## config.mk

```make
export PLATFORM = sky130hd
export DESIGN_NAME = led_pattern_gen_flat
export DESIGN_NICKNAME = d
export VERILOG_FILES = /design/src/rtl/led_pattern_gen_if.sv /design/src/rtl/led_pattern_gen.sv /design/src/flat_wrapper.sv
export SDC_FILE = /design/constraint.sdc
export NUM_CORES = 1
export LEC_CHECK = 0
export ABC_AREA = 1
export BUFFER_PORTS_ARGS = -buffer_cell sky130_fd_sc_hd__buf_2
export CORE_UTILIZATION = 55
export CTS_CLUSTER_SIZE = 14
export DETAILED_ROUTE_END_ITERATION = 6
export PLACE_DENSITY = 0.83
export SYNTH_ARGS = -nofsm -noshare
export SYNTH_HDL_FRONTEND = slang
export SYNTH_SLANG_ARGS = --single-unit
```

## constraint.sdc

```tcl
create_clock -name clk -period 1.9 [get_ports clk]
set_input_delay 0.095 -clock clk [delete_from_list [all_inputs] [get_ports clk]]
set_output_delay 0.095 -clock clk [all_outputs]
set_load 0.1 [all_outputs]
```

## src/rtl/led_pattern_gen_if.sv

```systemverilog
// Board-side bundle of the LED pattern generator: mode switches in, LED bank and step pulse out.
interface led_pattern_gen_if #(
    parameter int N_LEDS = 8
);
    logic [1:0]        mode;
    logic [N_LEDS-1:0] leds;
    logic              step;

    modport master (output mode, input leds, input step);
    modport slave  (input mode, output leds, output step);
endinterface

```

## src/rtl/led_pattern_gen.sv

```systemverilog
// LED pattern generator: reset synchroniser, mode synchroniser, prescaler tick and four
// selectable patterns (up, down, bouncing scanner, Gray) on a registered LED bank.
module led_pattern_gen #(
    parameter int N_LEDS     = 8,
    parameter int PRESCALE_W = 24,
    parameter int RST_STAGES = 2
) (
    input  logic             clk,
    input  logic             rst_ext,
    led_pattern_gen_if.slave bus
);
    typedef enum logic [1:0] {
        MODE_UP   = 2'b00,
        MODE_DOWN = 2'b01,
        MODE_SCAN = 2'b10,
        MODE_GRAY = 2'b11
    } mode_e;

    logic [RST_STAGES-1:0] r_rst_sync;
    logic                  w_rst;
    mode_e                 r_mode_meta, r_mode_s, r_mode_q;
    logic [PRESCALE_W-1:0] r_pre;
    logic                  w_tick, w_change;
    logic [N_LEDS-1:0]     r_pat, w_pat_next;
    logic [N_LEDS-1:0]     r_leds, w_leds_next;
    logic                  r_dir, w_dir_next;
    logic                  r_step;

    function automatic logic [N_LEDS-1:0] init_pat(input mode_e m);
        case (m)
            MODE_DOWN: return '1;
            MODE_SCAN: return N_LEDS'(1);
            default:   return '0;
        endcase
    endfunction

    // NOTE: rst_ext only ever sets this chain asynchronously; release is clocked, so every
    // other flop sees a clean synchronous reset.
    always_ff @(posedge clk or posedge rst_ext) begin
        if (rst_ext) r_rst_sync <= '1;
        else         r_rst_sync <= {r_rst_sync[RST_STAGES-2:0], 1'b0};
    end

    assign w_rst    = r_rst_sync[RST_STAGES-1];
    assign w_tick   = &r_pre;
    assign w_change = (r_mode_s != r_mode_q);

    // A reload wins over a coincident tick, so a mode change never produces a step.
    always_comb begin
        w_pat_next = r_pat;
        w_dir_next = r_dir;
        if (w_change) begin
            w_pat_next = init_pat(r_mode_s);
            w_dir_next = 1'b0;
        end else if (w_tick) begin
            case (r_mode_s)
                MODE_DOWN: w_pat_next = r_pat - N_LEDS'(1);
                MODE_SCAN: begin
                    if (r_pat == '0) begin
                        w_pat_next = N_LEDS'(1);
                        w_dir_next = 1'b0;
                    end else if (!r_dir) begin
                        if (r_pat[N_LEDS-1]) begin
                            w_pat_next = r_pat >> 1;
                            w_dir_next = 1'b1;
                        end else begin
                            w_pat_next = r_pat << 1;
                        end
                    end else begin
                        if (r_pat[0]) begin
                            w_pat_next = r_pat << 1;
                            w_dir_next = 1'b0;
                        end else begin
                            w_pat_next = r_pat >> 1;
                        end
                    end
                end
                default:   w_pat_next = r_pat + N_LEDS'(1);
            endcase
        end
        w_leds_next = (r_mode_s == MODE_GRAY) ? (w_pat_next ^ (w_pat_next >> 1)) : w_pat_next;
    end

    always_ff @(posedge clk) begin
        if (w_rst) begin
            r_mode_meta <= MODE_UP;
            r_mode_s    <= MODE_UP;
            r_mode_q    <= MODE_UP;
            r_pre       <= '0;
            r_pat       <= '0;
            r_dir       <= 1'b0;
            r_leds      <= '0;
            r_step      <= 1'b0;
        end else begin
            r_mode_meta <= mode_e'(bus.mode);
            r_mode_s    <= r_mode_meta;
            r_mode_q    <= r_mode_s;
            r_pre       <= w_change ? '0 : r_pre + PRESCALE_W'(1);
            r_pat       <= w_pat_next;
            r_dir       <= w_dir_next;
            r_leds      <= w_leds_next;
            r_step      <= w_tick && !w_change;
        end
    end

    assign bus.leds = r_leds;
    assign bus.step = r_step;
endmodule

```

## src/flat_wrapper.sv

```systemverilog
// flat-port wrapper written by rule: the top's interface ports become plain ports
module led_pattern_gen_flat 
#(
    parameter int N_LEDS     = 8,
    parameter int PRESCALE_W = 24,
    parameter int RST_STAGES = 2
)
  (clk, rst_ext, bus_mode, bus_leds, bus_step);
  led_pattern_gen_if #(.N_LEDS(N_LEDS)) bus_i ();
  input  logic clk;
  input  logic rst_ext;
  input wire logic [$bits(bus_i.mode)-1:0] bus_mode;
  output wire logic [$bits(bus_i.leds)-1:0] bus_leds;
  output wire logic [$bits(bus_i.step)-1:0] bus_step;
  assign bus_i.mode = bus_mode;
  assign bus_leds = bus_i.leds;
  assign bus_step = bus_i.step;
  led_pattern_gen #(.N_LEDS(N_LEDS), .PRESCALE_W(PRESCALE_W), .RST_STAGES(RST_STAGES)) u_core (.clk(clk), .rst_ext(rst_ext), .bus(bus_i));
endmodule
```

* Word-level counts from Yosys, hierarchy flattened *
Cells that the tools add are included.

word-level totals
  register bits after elaboration = 50
  bits in latches = 0
  memory bits (writable) = 0
  memory bits (read-only) = 0
  input bits = 4
  output and inout port bits = 9
  memories kept = 0

operators by class
  $add $sub $neg = 3
  multipliers = 0
  divide/modulo/power cells = 0
  order comparisons = 0
  equal/unequal tests = 4
  shift-type cells = 0
  multiplexer cells = 13
  bitwise operators = 1
  reduce and logical (&&, ||, !) cells = 6

operators with widths
  operator                                           number
  2-to-1 mux 8 bit                                   7
  case mux 8 bit (2 select lines)                    2
  AND reduction 25 bit                               1
  adder 24 x 1 -> 24 bit (second input constant)     1
  AND reduction 24 bit                               1
  adder 8 x 1 -> 8 bit (second input constant)       1
  zero test 8 bit                                    1
  subtractor 8 x 1 -> 8 bit (second input constant)  1
  XOR 8 x 7 -> 8 bit                                 1
  == test 2 bit (second input constant)              2
  2-to-1 mux 1 bit                                   4
  == test 2 x 1 -> 1 bit (second input constant)     1
  inequality test 2 bit                              1
  OR reduction 2 bit                                 1
  logical AND 1 bit                                  1
  zero test 1 bit                                    1

* Logic depth before layout (Yosys ltp) *
Gate-level depths: netlist (run 1).

  depth after elaboration = 8
  gate-level depth with buffers = 19
  gate-level depth less buffers = 19

* Worst setup path before layout (run 1) *
OpenSTA, ideal clock, no wires.

  path kind = register to register
  from = register u_core.r_mode_s[1]
  to = register u_core.r_leds[3] (netlist: u_core.bus.leds[3])
  setup time = 0.113 ns
  data arrival time = 1.892 ns
  data required time = 1.787 ns
  slack = -0.105 ns
  cell stages (with the launch flop) = 19
  path buffers = 0
  cells stage by stage = dfxtp_1 -> inv_1 -> ha_1 -> inv_2 -> nand2_1 -> nand2_1 -> ha_1 -> a21oi_1 -> inv_1 -> nand2_1 -> nand3_1 -> nand2_1 -> nand2_1 -> nand2_1 -> nand3_1 -> nand3_1 -> nand2_1 -> nand2_1 -> nor2_1

on the way
  longest elaborated chain between the ends = 6
  elaborated cells on any way between the ends = 10
  classes of those cells = eq/ne: 4; mux: 5; bitwise: 1

ends and longest elaborated chain
  item                                                     line                                          source
  from (decl)                                              led_pattern_gen.sv:21                         mode_e r_mode_meta, r_mode_s, r_mode_q;
  from (signal assigned)                                   led_pattern_gen.sv:96                         r_mode_s <= r_mode_meta;
  == test 2 bit or == test 2 x 1 -> 1 bit (tied branches)  led_pattern_gen.sv:30, led_pattern_gen.sv:56
  case mux 8 bit (2 select lines)                          led_pattern_gen.sv:56                         case (r_mode_s)
  2-to-1 mux 8 bit                                         led_pattern_gen.sv:55                         end else if (w_tick) begin
  2-to-1 mux 8 bit                                         led_pattern_gen.sv:52                         if (w_change) begin
  XOR 8 x 7 -> 8 bit                                       led_pattern_gen.sv:81                         w_leds_next = (r_mode_s == MODE_GRAY) ? (w_pat_next ^ (w_pat_next >> 1)) : w_pat_next;
  2-to-1 mux 8 bit (*)                                     led_pattern_gen.sv:81
  to (signal assigned)                                     led_pattern_gen.sv:101                        r_leds <= w_leds_next;
  to (decl)                                                led_pattern_gen.sv:25                         logic [N_LEDS-1:0] r_leds, w_leds_next;

Every way passes the cells marked *; elsewhere a longest branch is shown, timed or not.
A chain may end at the register's enable or synchronous reset.

* Worst setup path in the final report (run 1) *
  from = register u_core.r_mode_s[1]
  to = register u_core.r_leds[5] (netlist: u_core.bus.leds[5])

Same word-level chain as after synthesis.

==> results.sh, run 1 <==
export IMPL_die_x_um=73.61
export IMPL_dp_cells=525
export IMPL_initial_utilization_pct=58.55
export IMPL_clockRootBuffer="clkbuf_8"
export IMPL_numCtsBuffers=5
export IMPL_worst_slack_ps=-90.21
export IMPL_crit_type="reg -> reg"
export IMPL_drt_initial_drc_count=249
export IMPL_dr_total_vias=2955
export IMPL_clk_pin_slew_ps=90
export IMPL_syn_nets=430
export IMPL_synth_warnings=0
export IMPL_crit_path_max_incr_delay_ps=340
export IMPL_nFillCells=345
export IMPL_finalClockSkew_ps=11.18
export IMPL_finalMaxSlewViolations=0
export IMPL_drive_above_1_share_pct=29.08
export IMPL_seq_area_frac_synth_pct=35.23
export IMPL_hold_violations=0
export IMPL_dp_hpwl_um=4895
export IMPL_p_per_area_nw_per_um2=672.4
export IMPL_fin_cells=545
export IMPL_remaining_drc_errors=0
export IMPL_first_pass_iters=6
export IMPL_dieArea_um2=5418
export IMPL_cts_buffer_depth=2
export IMPL_period_minus_slack_ps=1990
export IMPL_finalCritPeriodShare_pct=104.7
export IMPL_netlist_area_um2=2820
export IMPL_violations="setup timing"
export IMPL_avgRoutedWirePerCell_um=13.56
export IMPL_crit_path_start_kind="flop"
export IMPL_ant_nets=0
export IMPL_ioPinCount=13
export IMPL_grt_max_degree=19
export IMPL_hp_class="in -> async"
export IMPL_finalSetupViolCount=4
export IMPL_tns_ps=-174.8
export IMPL_drv_cap=0
export IMPL_nets=487
export IMPL_grt_pass1_wl_um=11540
export IMPL_clk_latency_ps=310
export IMPL_rsz0062_at_grt="true"
export IMPL_yosysUniqueCellTypes=40
export IMPL_port_buffer_count=12
export IMPL_ir_drop_mv=0.6784
export IMPL_grt_use_total_pct=27.27
export IMPL_fmax_mhz=502.5
export IMPL_cts_htree_levels=2
export IMPL_multi_input_area_um2=1723
export IMPL_crit_required_ps=2140
export IMPL_via_per_inst=5.422
export IMPL_place_ws_ps=-138.4
export IMPL_crit_chain="inv_4, ha_4, inv_6, nand2_2, nand2_2, ha_4, a21oi_4, inv_2, nand3_2, nand3_1, nand3_1, nand2_1, nand2_2, nand3_2, nand2_1, nand2_1, nor2_2"
export IMPL_n_antenna_cell=0
export IMPL_rows=25
export IMPL_die_h_um=73.61
export IMPL_cp_max_fo=6
export IMPL_ys_seq_elements=49
export IMPL_gp_congestion=1.003
export IMPL_p_total_w=0.002398
export IMPL_cp_end_kind="flop"
export IMPL_crit_arrival_ps=2230
export IMPL_syn_inst=420
export IMPL_gr_total_overflow=0
export IMPL_grt_pass1_vias=2651
export IMPL_syn_avg_cell_area_um2=6.715
export IMPL_path_delay_family="simple AND/OR/NAND/NOR gates"
export IMPL_leakagePower_nw=1.563
export IMPL_wirelength_um=7389
export IMPL_slowest_stage="dfxtp_2"
export IMPL_cts_sinks=49
export IMPL_antenna_found_initial=0
export IMPL_status="complete, but fails checks"
export IMPL_path_buf_inv=3
export IMPL_seq_area_um2=1003
export IMPL_areaGrowthSynthToFinish_pct=26.44
export IMPL_cts_tree="yes"
export IMPL_coreArea_um2=4817
[routing by layer]
metal	wire length [µm]	share of wire (%)	vias up	global-route usage, %
met1	3204	43	1339	35.52
met5	0	0	-	0
met2	3542	48	144	45.67
met4	142	1.9	0	8.974
met3	499	6.8	22	4.664
li1	-	-	1450	-
[report_power, final]
group	switching, W	internal, W
clock network	0.000364	0.000300
registers	0.0000492	0.00107
logic	0.000409	0.000201
[placed cells by master, fill, tap and decap left out, types with 2 or more instances in the layout]
cell / count
nand2_1: 107
nor2_1: 47
inv_1: 45
buf_4: 43
dfxtp_1: 41
nand3_1: 25
nand2_2: 18
a21oi_1: 18
o21ai_0: 12
buf_2: 12
nor2_2: 9
nand3_2: 9
nor3_1: 7
nor2_4: 6
xnor2_1: 6
nand4_1: 6
clkbuf_8: 6
dfxtp_2: 5
inv_2: 4
nand3b_1: 4
ha_4: 4
or2_2: 3
a211oi_1: 3
dlygate4sd3_1: 3
inv_6: 2
nand3_4: 2
nor3_4: 2
o211ai_1: 2
a21oi_2: 2
clkinv_1: 2
xor2_1: 2
ha_1: 2
buf_6: 2
dfstp_2: 2
[worst min-delay path, cell delays in order]
cell	delay [ps]
dlygate4sd3_1	530
buf_2	120
inv_1	80
[synthesized netlist by cell type, drive strengths merged]
library cell / number / share of area (%)
clkinv: 2 / 0.27
nor3b: 1 / 0.27
a21oi: 21 / 4.0
a211oi: 3 / 0.80
nand3b: 4 / 1.1
nand2: 125 / 17
a22oi: 1 / 0.27
ha: 6 / 2.7
a221oi: 2 / 0.84
nand3: 36 / 7.5
conb: 1 / 0.13
xnor2: 6 / 1.9
nor3: 10 / 2.5
inv: 51 / 6.8
xor2: 2 / 0.62
dfxtp: 47 / 33
mux2i: 1 / 0.35
buf: 7 / 2.0
nor4: 1 / 0.22
a31oi: 1 / 0.22
clkbuf: 4 / 0.53
dfstp: 2 / 1.9
o21ai: 12 / 2.1
o211ai: 3 / 0.98
nor2: 62 / 9.9
or2: 3 / 0.67
nand4: 6 / 1.3
[logic make-up (layout without fill, tap and decap cells)]
kind of cell	Yosys count	after routing	share of synthesized area [%]
flops	49	49	35.23
other cells	1	1	0.1330
fa+ha+maj	6	6	2.662
xor+xnor	8	8	2.485
mux	1	1	0.3549
simple gates	248	248	40.37
compound gates	43	43	9.228
buf+inv	64	122	9.538
[per-stage QoR]
stage	util [%]	area [µm²]	hold WS, ps
detailed placement	66.18	3188	132.1
floorplan	-	2836	6.500
global route	74.03	3566	386.3
global placement	66.18	3188	115.4
finish	74.03	3566	366.2
CTS	69.66	3356	349.9
[final timing paths]
kind | to | cells past startpoint | slack, ps | startpoint
hold / removal | u_core.r_rst_sync[0]$_DFF_PP1_ | 3 | 370 | rst_ext
min in group clk | u_core.r_rst_sync[1]$_DFF_PP1_ | 0 | 370 | u_core.r_rst_sync[0]$_DFF_PP1_
setup / recovery | u_core.bus.leds[5]$_SDFF_PP0_ | 17 | -90 | u_core.r_mode_s[1]$_SDFF_PP0_
hold reg to reg | u_core.r_rst_sync[1]$_DFF_PP1_ | 0 | 370 | u_core.r_rst_sync[0]$_DFF_PP1_
max in group asynchronous | u_core.r_rst_sync[1]$_DFF_PP1_ | 3 | 1510 | rst_ext
setup reg to reg | u_core.bus.leds[5]$_SDFF_PP0_ | 17 | -90 | u_core.r_mode_s[1]$_SDFF_PP0_
[layout make-up]
class	instances	share of cell area (%)
Clock buffer	6	2.316
Inverter	53	5.789
Clock inverter	2	0.4561
Timing Repair Buffer	61	12.63
Multi-Input combinational cell	307	48.32
Tap cell	67	2.351
Sequential cell	49	28.14
[sequential cells by signal, summed over array words and instances, names as in the netlist]
register	cells
u_core.r_rst_sync	2
u_core.r_dir	1
u_core.r_mode_q	2
u_core.r_pat	7
u_core.r_mode_s	2
u_core.r_mode_meta	2
u_core.bus.step	1
u_core.r_pre	24
u_core.bus.leds	8
[timing repair]
action,in CTS,in global routing
pin swaps,1,17
hold buffers,3,0
setup endpoints to repair,9,17
hold endpoints to repair,4,0
buffers inserted,0,9
resized for setup,12,41
(Power assumes the default switching activity.)
==> run 2, diff against run 1 <==
--- a/config.mk
+++ b/config.mk
@@ -12,4 +12,5 @@
 export DETAILED_ROUTE_END_ITERATION = 6
 export PLACE_DENSITY = 0.83
+export SKIP_LAST_GASP = 1
 export SYNTH_ARGS = -nofsm -noshare
 export SYNTH_HDL_FRONTEND = slang
==> constraint.sdc (replaced) <==
create_clock -name clk -period 1.9 [get_ports clk]
set_input_delay 0.095 -clock clk [delete_from_list [all_inputs] [get_ports clk]]
set_output_delay 0.095 -clock clk [all_outputs]
set_load 0.02 [all_outputs]
==> results.sh, run 2 (synthesis results as in run 1) <==
export IMPL_cts_htree_levels=2
export IMPL_finalClockSkew_ps=7.491
export IMPL_fmax_mhz=499.8
export IMPL_crit_required_ps=2140
export IMPL_slowest_stage="dfxtp_2"
export IMPL_clk_latency_ps=300
export IMPL_ant_nets=0
export IMPL_cts_sinks=49
export IMPL_numCtsBuffers=5
export IMPL_finalSetupViolCount=6
export IMPL_die_x_um=73.61
export IMPL_avgRoutedWirePerCell_um=13.07
export IMPL_clkPwrFrac_pct=29.3
export IMPL_grt_pass1_wl_um=11420
export IMPL_hold_violations=0
export IMPL_violations="setup timing"
export IMPL_crit_path_start_kind="flop"
export IMPL_cts_tree="yes"
export IMPL_dr_total_vias=2856
export IMPL_remaining_drc_errors=0
export IMPL_nets=484
export IMPL_switching_share_pct=30.99
export IMPL_coreArea_um2=4817
export IMPL_antenna_found_initial=0
export IMPL_grt_use_total_pct=26.92
export IMPL_cts_buffer_depth=2
export IMPL_reg2reg_slack_ps=-100
export IMPL_reg2regPathDepth=18
export IMPL_rows=25
export IMPL_dpl_cell_area_um2=3188
export IMPL_dp_cells=525
export IMPL_n_antenna_cell=0
export IMPL_switching_power_w=0.0007034
export IMPL_crit_type="reg -> reg"
export IMPL_rsz0062_at_grt="true"
export IMPL_dp_hpwl_um=4895
export IMPL_fin_cells=542
export IMPL_status="complete, but fails checks"
export IMPL_hp_class="in -> async"
export IMPL_via_per_inst=5.269
export IMPL_areaGrowthSynthToFinish_pct=23.91
export IMPL_initial_utilization_pct=58.55
export IMPL_die_h_um=73.61
export IMPL_gp_congestion=1.003
export IMPL_crit_chain="inv_2, ha_4, buf_6, nand2_2, nand2_2, buf_4, nand3_1, nand2_1, inv_1, nand2_1, nand2_1, nand3_1, nand2_1, nand2_2, nand3_2, nand2_1, nand2_1, nor2_2"
export IMPL_finalCritPeriodShare_pct=105.3
export IMPL_cp_max_fo=10
export IMPL_final_common_cell="nand2_1"
export IMPL_ioPinCount=13
export IMPL_finalMaxSlewViolations=0
export IMPL_p_per_area_nw_per_um2=649.5
export IMPL_clockRootBuffer="clkbuf_8"
export IMPL_leakagePower_nw=1.561
export IMPL_final_cell_mix="nand2_1, nor2_1, inv_1"
export IMPL_design_area_um2=3495
export IMPL_grt_pass1_vias=2643
export IMPL_gr_total_overflow=0
export IMPL_largest_register_ffs=24
export IMPL_pwr_share_seq_pct=49.2
export IMPL_cp_end_kind="flop"
export IMPL_path_common_cell="nand2_1"
export IMPL_regMostFlops="u_core.r_pre"
export IMPL_ir_drop_mv=0.6216
export IMPL_comb_power_share_pct=21.5
export IMPL_tns_ps=-255.1
export IMPL_drive_above_1_share_pct=26.74
export IMPL_worst_slack_ps=-100.7
export IMPL_clk_pin_slew_ps=90
export IMPL_dieArea_um2=5418
export IMPL_first_pass_iters=5
export IMPL_grt_max_degree=19
export IMPL_drt_initial_drc_count=267
export IMPL_crit_path_max_incr_delay_ps=340
export IMPL_crit_arrival_ps=2240
export IMPL_period_minus_slack_ps=2001
export IMPL_wirelength_um=7086
export IMPL_intPower_w=0.001566
export IMPL_drv_cap=0
export IMPL_p_total_w=0.002270
export IMPL_port_buffer_count=12
==> run 2: final timing paths <==
check	from	endpoint
setup / recovery	u_core.r_mode_s[1]$_SDFF_PP0_	u_core.bus.leds[5]$_SDFF_PP0_
hold / removal	rst_ext	u_core.r_rst_sync[0]$_DFF_PP1_
setup reg to reg	u_core.r_mode_s[1]$_SDFF_PP0_	u_core.bus.leds[5]$_SDFF_PP0_
hold reg to reg	u_core.r_rst_sync[0]$_DFF_PP1_	u_core.r_rst_sync[1]$_DFF_PP1_
max in group asynchronous	rst_ext	u_core.r_rst_sync[1]$_DFF_PP1_
min in group clk	u_core.r_rst_sync[0]$_DFF_PP1_	u_core.r_rst_sync[1]$_DFF_PP1_
==> run 2: area by class of cell <==
class | count | area [µm²]
multi-input cells | 307 | 1685
fillers | 362 | 1323
flip-flops and latches | 49 | 1001
repair buffers | 58 | 424.2
inverters | 53 | 201.4
well taps | 67 | 83.83
clock buffers | 6 | 82.58
clock inverters | 2 | 16.27
==> run 2: layer usage <==
metal,GRT usage [%],up-vias,share of wire [%]
met2,44.95,102,48
met4,8.974,0,2.2
met3,4.664,18,5.0
met1,35.09,1297,45
li1,-,1439,-
met5,0,-,0
==> run 2: power groups by stage <==
stage	Clock (W)	Sequential, W	Combinational, W
after floorplan	0	0.00114	0.000280
final	0.000666	0.00112	0.000487
after global placement	0	0.00114	0.000420
after CTS	0.000672	0.00111	0.000442
after global routing	0.000708	0.00112	0.000538
after detailed placement	0	0.00114	0.000426
==> run 2: metrics by stage <==
stage	utilization [%]	hold WS, ps	worst slack [ps]
after floorplan	-	6.500	8.853
after global placement	66.18	115.4	-111.4
after detailed placement	66.18	132.1	-138.4
after CTS	69.40	349.9	-12.62
after global routing	72.55	386.0	-278.5
final	72.55	368.9	-100.7
==> run 2: timing repair <==
item / CTS / global route
cloned: 0 / 0
gates resized for setup: 10 / 29
hold endpoints to repair: 4 / 0
pin swaps: 1 / 14
endpoints found under the setup margin: 9 / 17
hold buffers: 3 / 0
setup buffers: 0 / 6
==> run 2: worst max-delay path, delay by kind of cell (launching register included) <==
family | cells | cell delay, ps
fa+ha+maj | 1 | 180
simple gates | 13 | 990
flops | 1 | 340
buf+inv | 4 | 430
